## config.mk

```make
export PLATFORM = sky130hd
export DESIGN_NAME = wb_cmd_master
export DESIGN_NICKNAME = d
export VERILOG_FILES = /design/src/rtl/wb_cmd_pkg.sv /design/src/rtl/wb_timeout_counter.sv /design/src/rtl/wb_cmd_master.sv
export SDC_FILE = /design/constraint.sdc
export NUM_CORES = 1
export LEC_CHECK = 0
export BUFFER_PORTS_ARGS = -buffer_cell sky130_fd_sc_hd__clkbuf_2
export CORE_ASPECT_RATIO = 0.7
export CORE_MARGIN = 3
export CORE_UTILIZATION = 45
export CTS_CLUSTER_SIZE = 14
export DETAILED_ROUTE_END_ITERATION = 10
export PLACE_DENSITY = 0.73
export SLEW_MARGIN = 20
export SYNTH_ARGS = -nofsm -noshare
export SYNTH_HDL_FRONTEND = slang
export SYNTH_SLANG_ARGS = --single-unit
```

## constraint.sdc

```tcl
create_clock -name clk -period 2.07 [get_ports clk]
set_input_delay 0.207 -clock clk [delete_from_list [all_inputs] [get_ports clk]]
set_output_delay 0.207 -clock clk [all_outputs]
set_load 0.01 [all_outputs]
```

## src/rtl/wb_cmd_pkg.sv

```systemverilog
// Shared constants for the Wishbone command master: FSM encoding, byte select, default timeout.
package wb_cmd_pkg;
  localparam logic [2:0] S_IDLE    = 3'd0;
  localparam logic [2:0] S_FETCH   = 3'd1;
  localparam logic [2:0] S_STROBE  = 3'd2;
  localparam logic [2:0] S_RELEASE = 3'd3;
  localparam logic [2:0] S_PUSH    = 3'd4;
  localparam logic [2:0] S_DONE    = 3'd5;

  localparam logic [3:0]  SEL_ALL         = 4'hF;
  localparam logic [15:0] TIMEOUT_DEFAULT = 16'd1000;
endpackage

```

## src/rtl/wb_timeout_counter.sv

```systemverilog
// Clock counter guarding slave handshakes; expired is asserted on the clock whose
// edge would bring the count up to TIMEOUT, so a wait lasts exactly TIMEOUT clocks.
module wb_timeout_counter import wb_cmd_pkg::*; #(
  parameter logic [15:0] TIMEOUT = TIMEOUT_DEFAULT
) (
  input  logic clk,
  input  logic rst,
  input  logic load,
  input  logic en,
  output logic expired
);
  logic [15:0] count_reg;

  // Restart on load, otherwise count clocks spent waiting on the slave
  always_ff @(posedge clk) begin
    if (rst) begin
      count_reg <= '0;
    end else if (load) begin
      count_reg <= '0;
    end else if (en) begin
      count_reg <= count_reg + 16'd1;
    end
  end

  assign expired = en && (count_reg == TIMEOUT - 16'd1);
endmodule

```

## src/rtl/wb_cmd_master.sv

```systemverilog
// Turns a host command (we, start address, word count) into single-word Wishbone
// classic cycles. Write words come in on a ready/valid stream, read words leave on one.
module wb_cmd_master import wb_cmd_pkg::*; #(
  parameter logic [15:0] TIMEOUT  = TIMEOUT_DEFAULT,
  parameter logic [31:0] ADDR_INC = 32'd1
) (
  input  logic        clk,
  input  logic        rst,
  input  logic        i_cmd_stb,
  output logic        o_cmd_rdy,
  input  logic        i_cmd_we,
  input  logic [31:0] i_cmd_adr,
  input  logic [15:0] i_cmd_len,
  input  logic [31:0] i_wr_dat,
  input  logic        i_wr_stb,
  output logic        o_wr_rdy,
  output logic [31:0] o_rd_dat,
  output logic        o_rd_stb,
  input  logic        i_rd_rdy,
  output logic        o_done,
  output logic        o_err,
  output logic        o_wbs_cyc,
  output logic        o_wbs_stb,
  output logic        o_wbs_we,
  output logic [3:0]  o_wbs_sel,
  output logic [31:0] o_wbs_adr,
  output logic [31:0] o_wbs_dat,
  input  logic [31:0] i_wbs_dat,
  input  logic        i_wbs_ack,
  input  logic        i_wbs_int,
  output logic        o_int
);
  logic [2:0]  state_reg, state_next;
  logic        we_reg;
  logic [15:0] len_reg;
  logic [31:0] adr_reg, wdat_reg, rdat_reg;
  logic        err_reg, int_reg;
  // Held low during reset so o_cmd_rdy only rises the clock after reset releases
  logic        alive_reg;
  logic        cmd_acc, wr_acc, tmo_en, tmo_load, tmo_expired, tmo_abort;

  assign cmd_acc   = i_cmd_stb && o_cmd_rdy;
  assign wr_acc    = i_wr_stb && o_wr_rdy;
  assign tmo_en    = (state_reg == S_STROBE) || (state_reg == S_RELEASE);
  assign tmo_load  = (state_next != state_reg);
  // Timeout only matters while still waiting: ack missing in STROBE, ack stuck in RELEASE
  assign tmo_abort = tmo_expired &&
                     (((state_reg == S_STROBE) && !i_wbs_ack) ||
                      ((state_reg == S_RELEASE) && i_wbs_ack));

  wb_timeout_counter #(.TIMEOUT(TIMEOUT)) u_tmo (
    .clk     (clk),
    .rst     (rst),
    .load    (tmo_load),
    .en      (tmo_en),
    .expired (tmo_expired)
  );

  // Next-state decode for the per-word bus sequence
  always_comb begin
    state_next = state_reg;
    case (state_reg)
      S_IDLE: begin
        if (cmd_acc) begin
          if (i_cmd_len == 16'd0) state_next = S_DONE;
          else if (i_cmd_we)      state_next = S_FETCH;
          else                    state_next = S_STROBE;
        end
      end
      S_FETCH: begin
        if (wr_acc) state_next = S_STROBE;
      end
      S_STROBE: begin
        if (i_wbs_ack)      state_next = S_RELEASE;
        else if (tmo_abort) state_next = S_DONE;
      end
      S_RELEASE: begin
        if (!i_wbs_ack) begin
          if (!we_reg)                  state_next = S_PUSH;
          else if (len_reg == 16'd1)    state_next = S_DONE;
          else                          state_next = S_FETCH;
        end else if (tmo_abort) begin
          state_next = S_DONE;
        end
      end
      S_PUSH: begin
        if (i_rd_rdy) state_next = (len_reg != 16'd0) ? S_STROBE : S_DONE;
      end
      S_DONE:  state_next = S_IDLE;
      default: state_next = S_IDLE;
    endcase
  end

  // Command latches, data capture, address/count advance and error flag
  always_ff @(posedge clk) begin
    if (rst) begin
      state_reg <= S_IDLE;
      alive_reg <= 1'b0;
      we_reg    <= 1'b0;
      len_reg   <= '0;
      adr_reg   <= '0;
      wdat_reg  <= '0;
      rdat_reg  <= '0;
      err_reg   <= 1'b0;
      int_reg   <= 1'b0;
    end else begin
      state_reg <= state_next;
      alive_reg <= 1'b1;
      int_reg   <= i_wbs_int;
      if (cmd_acc) begin
        we_reg  <= i_cmd_we;
        adr_reg <= i_cmd_adr;
        len_reg <= i_cmd_len;
        err_reg <= 1'b0;
      end
      if (wr_acc) wdat_reg <= i_wr_dat;
      if ((state_reg == S_STROBE) && i_wbs_ack && !we_reg) rdat_reg <= i_wbs_dat;
      if ((state_reg == S_RELEASE) && !i_wbs_ack) begin
        len_reg <= len_reg - 16'd1;
        adr_reg <= adr_reg + ADDR_INC;
      end
      if (tmo_abort) err_reg <= 1'b1;
    end
  end

  assign o_cmd_rdy = alive_reg && (state_reg == S_IDLE);
  assign o_wr_rdy  = (state_reg == S_FETCH);
  assign o_rd_stb  = (state_reg == S_PUSH);
  assign o_done    = (state_reg == S_DONE);
  assign o_wbs_cyc = (state_reg == S_STROBE) || (state_reg == S_RELEASE);
  assign o_wbs_stb = (state_reg == S_STROBE);
  assign o_wbs_we  = o_wbs_cyc && we_reg;
  assign o_wbs_sel = o_wbs_stb ? SEL_ALL : 4'h0;
  assign o_wbs_adr = adr_reg;
  assign o_wbs_dat = wdat_reg;
  assign o_rd_dat  = rdat_reg;
  assign o_err     = err_reg;
  assign o_int     = int_reg;
endmodule

```

==> run metrics, run 1 <==
Syn Inst Count=813; Least-Margin Pin Slew=0.752 ns; RSZ-0062 raised after global routing=yes; Post-Synth Simple-Gate Area=0.297; Leakage=3.62 nW; xor/xnor share of the synthesized area=0.0162; Die Area=15900 um^2; Vias=7174; max-slew violation count=0; min-delay src=i_wbs_dat[23]; adder-cell area share of the yosys netlist=0.00772; mux contribution to synthesized area=0.00309; register area share after synthesis=0.417; Detailed Routing Iterations Pass 1=6; number of fill cells=1269; die height=106 um; Synth Cell Area=6480 um^2; Final ANT Viol Nets=0; kind of critical path=reg2reg; initial antenna violation count=0; final setup vio count=19; Setup WS post-layout=-0.133 ns; asr flop ratio synth=0; final setup skew=0.0142 ns; CP startpoint kind=flip-flop; Ys Warns=0; FF-to-FF End=u_tmo.count_reg[0]; Nets=1209; WP data required=2.40 ns; I/O Buffers=228; Post-synth top cells=nand2_1, dfxtp_1, a21oi_1; dominant synthesized flop cell=dfxtp_1; Clk pin slew, worst setup/hold paths=0.06 ns; clk root buf=clkbuf_16; pin count of the biggest net entering global routing=55; CTS Sinks=135; MaxCap Viol Count=0; WL/cell=16.5 um; dominant cell type by area after synthesis=dfxtp_1; clock latency reported for the late side of the worst-skew pair=0.41 ns; chip width=149 um; worst r2r src=len_reg[5]; DRC violation count after routing=0; share of cells above drive strength 1=0.361; cell with the most instances after synthesis=nand2_1; share of the synthesized area in the top cell type=0.417; status=finished with violations; Worst R2R Path Depth=6; Tot GR Track Use=0.255; CP arrival=2.53 ns; Critical Path End Type=flip-flop; Initial Utilization=0.463; maximum VDD drop=0.502 mV; failing checks=setup timing; Syn-to-layout area delta=39.6%; H-tree levels=4; syn_area_per_cell=7.97 um^2; Vias per Instance=5.57; CP max FO=8; clock buffer count from CTS=17; Distinct cells, synth=65; Max Clk Rate=0.454 GHz; Final period util=1.06; Area contributors post-synth=dfxtp_1, nand2_1, a21oi_1; # rows=36; number of global-route vias before repair=6374; worst hold path type=in2reg; complex-gate fraction of the synthesized area=0.201; routability congestion estimate=0.877; hold slack=0.0103 ns; Reg2Reg Setup Slack=-0.13 ns; # diodes=0; global route overflow=0; iteration-0 DRC count of the detailed router=594; deepest clock path buffer count=2; Post-Syn Nets=937; IO Pins=229; Worst Hold Depth=3; Place WS=-0.148 ns; DRT Wirelength=21300 um; largest family of logic cells by synthesized area=simple AND/OR/NAND/NOR gates; HPWL Detailed=15200 um; Hold EP=o_rd_dat[23]; core area=14000 um^2; global-route wire length before repair=32800 um; Yosys reg bits=135; Pwr Density=818 nW/um^2; Final min period=2.20 ns; EDFF count, synth=0; slew margin rel.=0.497; final hold violations=0; TritonCTS clock tree=yes
logic make-up after synthesis:
group / count (synthesis)
flip-flops: 135
AO/OA/AOI/OAI: 203
multiplexers: 2
AND/OR/NAND/NOR: 383
buffers and inverters: 74
adder cells (fa/ha/maj): 4
XOR/XNOR: 12
worst max-delay path, cell delays in order, from the launching register on:
cell and delay [ns]:
dfxtp_2 0.32, or4_4 0.54, or3_4 0.44, o211ai_4 0.21
a32oi_4 0.18, buf_12 0.19, nor4_2 0.23
power breakdown:
group / total (mW) / leakage, nW / switching [mW] / internal, mW
clock network: 3.06 / 0.284 / 1.24 / 1.81
logic: 1.49 / 2.24 / 0.867 / 0.619
registers: 2.86 / 1.10 / 0.109 / 2.75
total: 7.40 / 3.62 / 2.22 / 5.18
layout make-up:
type | count | area, um^2 | share of cell area
Clock inverter | 14 | 165 | 0.0183
Sequential cell | 135 | 2710 | 0.299
Tap cell | 190 | 238 | 0.0263
Inverter | 14 | 52.6 | 0.00581
Clock buffer | 18 | 429 | 0.0474
Multi-Input combinational cell | 604 | 3570 | 0.394
Timing Repair Buffer | 313 | 1890 | 0.209
how the worst max path moves through the flow:
stage	from	end	slack (ns)	cells past startpoint
after global routing	len_reg[5]	u_tmo.count_reg[1]	-0.18	6
after floorplan	len_reg[3]	u_tmo.count_reg[10]	-0.13	7
after CTS	len_reg[5]	u_tmo.count_reg[2]	-0.04	6
after detailed placement	len_reg[5]	u_tmo.count_reg[15]	-0.15	6
final	len_reg[5]	u_tmo.count_reg[0]	-0.13	6
after global placement	len_reg[5]	u_tmo.count_reg[4]	-0.04	6
through the flow:
step                      area, um^2   util  TNS, ns  power (mW)  cells
after detailed placement        8200  0.586   -0.722        4.27   1247
final                           9050  0.646    -1.59        7.40   1288
after global routing            9050  0.646    -2.65        7.69   1288
after floorplan                 6520      -    -1.27        3.70    813
after CTS                       8850  0.632   -0.207        7.33   1282
after global placement          8200  0.586   -0.222        4.25   1247
layout by cell type (no fill, tap or decap), types with 5 or more instances in the layout:
| cell | instances |
|---|---|
| nor3_1 | 6 |
| a21oi_1 | 80 |
| nand3_1 | 19 |
| o211ai_1 | 17 |
| o311ai_0 | 6 |
| dfxtp_1 | 132 |
| nor4_4 | 5 |
| nor4_2 | 15 |
| or3_1 | 16 |
| clkbuf_2 | 227 |
| a31oi_1 | 32 |
| clkbuf_16 | 19 |
| buf_4 | 76 |
| nand4_1 | 23 |
| o21ai_0 | 25 |
| nand2_1 | 190 |
| inv_1 | 14 |
| nor2_1 | 36 |
| nor4_1 | 20 |
| buf_12 | 5 |
| a221oi_1 | 5 |
| a211oi_1 | 6 |
| and3_1 | 7 |
| xnor2_1 | 10 |
timing repair:
item                       in CTS  in global routing
hold endpoints to repair        2                  1
setup buffers                   1                  3
setup endpoints to repair      17                 40
hold buffers                    2                  1
gates cloned                    0                  2
resized for setup               4                 19
pin swaps                       5                 12
layer usage:
layer | vias up | track usage | wire, um
li1 | 3516 | - | -
met1 | 3350 | 0.350 | 9400
met2 | 283 | 0.395 | 9730
met3 | 25 | 0.0669 | 1820
met4 | 0 | 0.0712 | 348
met5 | - | 0 | 0
(Power assumes the default switching activity.)
==> inputs of run 2 (changes only) <==
CORE_ASPECT_RATIO = 0.8   (was 0.7)
==> run 2 against run 1 <==
The flow still finishes with violations (setup timing). Critical path depth is the same. Worst setup slack gained 0.089 ns. Fmax grew 4.2%. Final cell count shrank 0.54%. Sequential share of layout area shrank 0.26 points.
==> run metrics, run 2 (synthesis results as in run 1) <==
iteration-0 DRC count of the detailed router=668 (+12%); Initial Utilization=0.468 (+0.00577); Fin Setup TNS=-0.403 ns (+1.19 ns); Vias=7145 (-0.40%); max-slew violation count=0 (unchanged); CP startpoint kind=flip-flop; most common cell after layout, fill and taps aside=clkbuf_2; Nets=1213 (+0.33%); pin count of the biggest net entering global routing=78 (+42%); most frequent cells in the layout=clkbuf_2, nand2_1, dfxtp_1, a21oi_1, buf_4; core area=13800 um^2 (-1.2%); DP Cell Count=1240 (-0.56%); global route overflow=0 (unchanged); clock buffer count from CTS=17 (unchanged); Detailed Routing Iterations Pass 1=6 (unchanged); Clk pin slew, worst setup/hold paths=0.06 ns (about the same); Syn-to-layout area delta=40.9%; Place WS=-0.120 ns (+0.0288 ns); Max Used Layer=met4; TritonCTS clock tree=yes; Least-Margin Pin Slew=0.430 ns (-0.321 ns); failing checks=setup timing; Worst R2R Path Depth=6 (unchanged); global-route wire length before repair=32700 um (-0.17%); share of cells above drive strength 1=0.360 (-0.000983); WP data required=2.38 ns (-0.02 ns); maximum VDD drop=0.680 mV (+35%); Vias per Instance=5.58 (+0.14%); DR WL met2=9350 um (-3.9%); clk root buf=clkbuf_16; DRT Wirelength=20600 um (-3.2%); register area=2710 um^2 (about the same); CP peak stage delay=0.53 ns (about the same); # diodes=0 (unchanged); hold slack=0.0130 ns (+0.00270 ns); final hold violations=0 (unchanged); Routed met3 length=1640 um (-9.9%); Leakage=3.68 nW (+1.7%); worst hold path type=in2reg; deepest clock path buffer count=2 (unchanged); chip width=140 um (-6.2%); CTS Sinks=135 (unchanged); slew margin rel.=0.711 (+0.214); Reg2Reg Setup Slack=-0.04 ns (+0.09 ns); clock latency reported for the late side of the worst-skew pair=0.41 ns (about the same); Pwr Density=850 nW/um^2 (+3.9%); Die Area=15900 um^2 (about the same); Final min period=2.11 ns (-0.0892 ns); routability congestion estimate=0.942 (+7.4%); worst setup path endpoint=u_tmo.count_reg[0]; Final ANT Viol Nets=0 (unchanged); Total Power=7.76 mW (+4.9%); die height=113 um (+6.5%); wl on met1=9290 um (-1.2%); MaxCap Viol Count=0 (unchanged); CP Launch Point=len_reg[5]; initial antenna violation count=0 (unchanged); CP max FO=16 (+8); H-tree levels=4 (unchanged); final setup skew=0.0113 ns (-0.00295 ns); Tot GR Track Use=0.249 (-0.00579); Critical Path End Type=flip-flop; kind of critical path=reg2reg; HPWL Detailed=14500 um (-4.4%); # rows=38 (+5.6%); status=finished with violations; critical path's top delay family=simple AND/OR/NAND/NOR gates; Multi-input gate area=3520 um^2 (-1.2%); Stages on worst setup path=6 (unchanged); CP arrival=2.43 ns (-0.10 ns); IO Pins=229 (unchanged); Max Clk Rate=0.473 GHz (+4.2%); worst-path cell chain=or4_4 -> or3_4 -> o211ai_4 -> a32oi_2 -> buf_12 -> nor4_2; WP buf/inv=1 (unchanged); RSZ-0062 raised after global routing=yes; worst r2r src=len_reg[5]; number of fill cells=1145 (-9.8%); FF-to-FF End=u_tmo.count_reg[0]; number of global-route vias before repair=6435 (+0.96%); DRC violation count after routing=0 (unchanged); Final period util=1.02 (-0.0431); Setup WS post-layout=-0.0440 ns (+0.0892 ns); Non-Filler Instances=1281 (-0.54%); WL/cell=16.1 um (-2.6%); I/O Buffers=228 (unchanged); final setup vio count=17 (-2); slowest CP cell=or4_4
[run 2: layout make-up]
class                      count  area share
multi-input combinational    604       0.386
timing repair buffer         317       0.213
clock buffer                  17      0.0466
sequential                   135       0.297
clock inverter                14      0.0271
tap                          180      0.0247
inverter                      14     0.00576
[run 2: layer usage]
layer,track usage,up-vias
met2,0.392,323
met1,0.349,3276
met3,0.0532,29
met4,0.0633,0
met5,0,-
li1,-,3517
[run 2: what timing repair did]
action,in CTS,in global routing
hold endpoints to repair,7,0
pin swaps,2,3
setup endpoints to repair,21,32
buffers inserted,2,0
hold buffers,7,0
cloned,0,1
gates resized for setup,5,15
[run 2: stage by stage]
step | util | cell area, um^2
finish | 0.660 | 9130
CTS | 0.653 | 9030
floorplan | - | 6520
global placement | 0.596 | 8250
detailed placement | 0.596 | 8250
global route | 0.660 | 9130
[run 2: how the worst min path moves through the flow]
stage	from	to	slack, ns	cells past startpoint
after floorplan	i_wbs_int	o_int	0.34	1
after global placement	i_wbs_int	o_int	0.43	2
after detailed placement	i_wbs_int	o_int	0.42	2
after CTS	i_wr_dat[11]	o_wbs_dat[11]	0.003	3
after global routing	i_wbs_dat[2]	o_rd_dat[2]	0.01	3
final	i_wr_dat[11]	o_wbs_dat[11]	0.01	3
[run 2: tightest hold or removal path, stage by stage]
cell      delay (ns)
clkbuf_2        0.08
nand2_1         0.05
a21oi_1         0.05
[run 2: power breakdown]
group / total (mW) / internal (mW) / leakage [nW] / switching, mW
clock: 3.46 / 2.27 / 0.321 / 1.19
combinational: 1.44 / 0.607 / 2.26 / 0.828
sequential: 2.87 / 2.75 / 1.10 / 0.120
total: 7.76 / 5.63 / 3.68 / 2.14
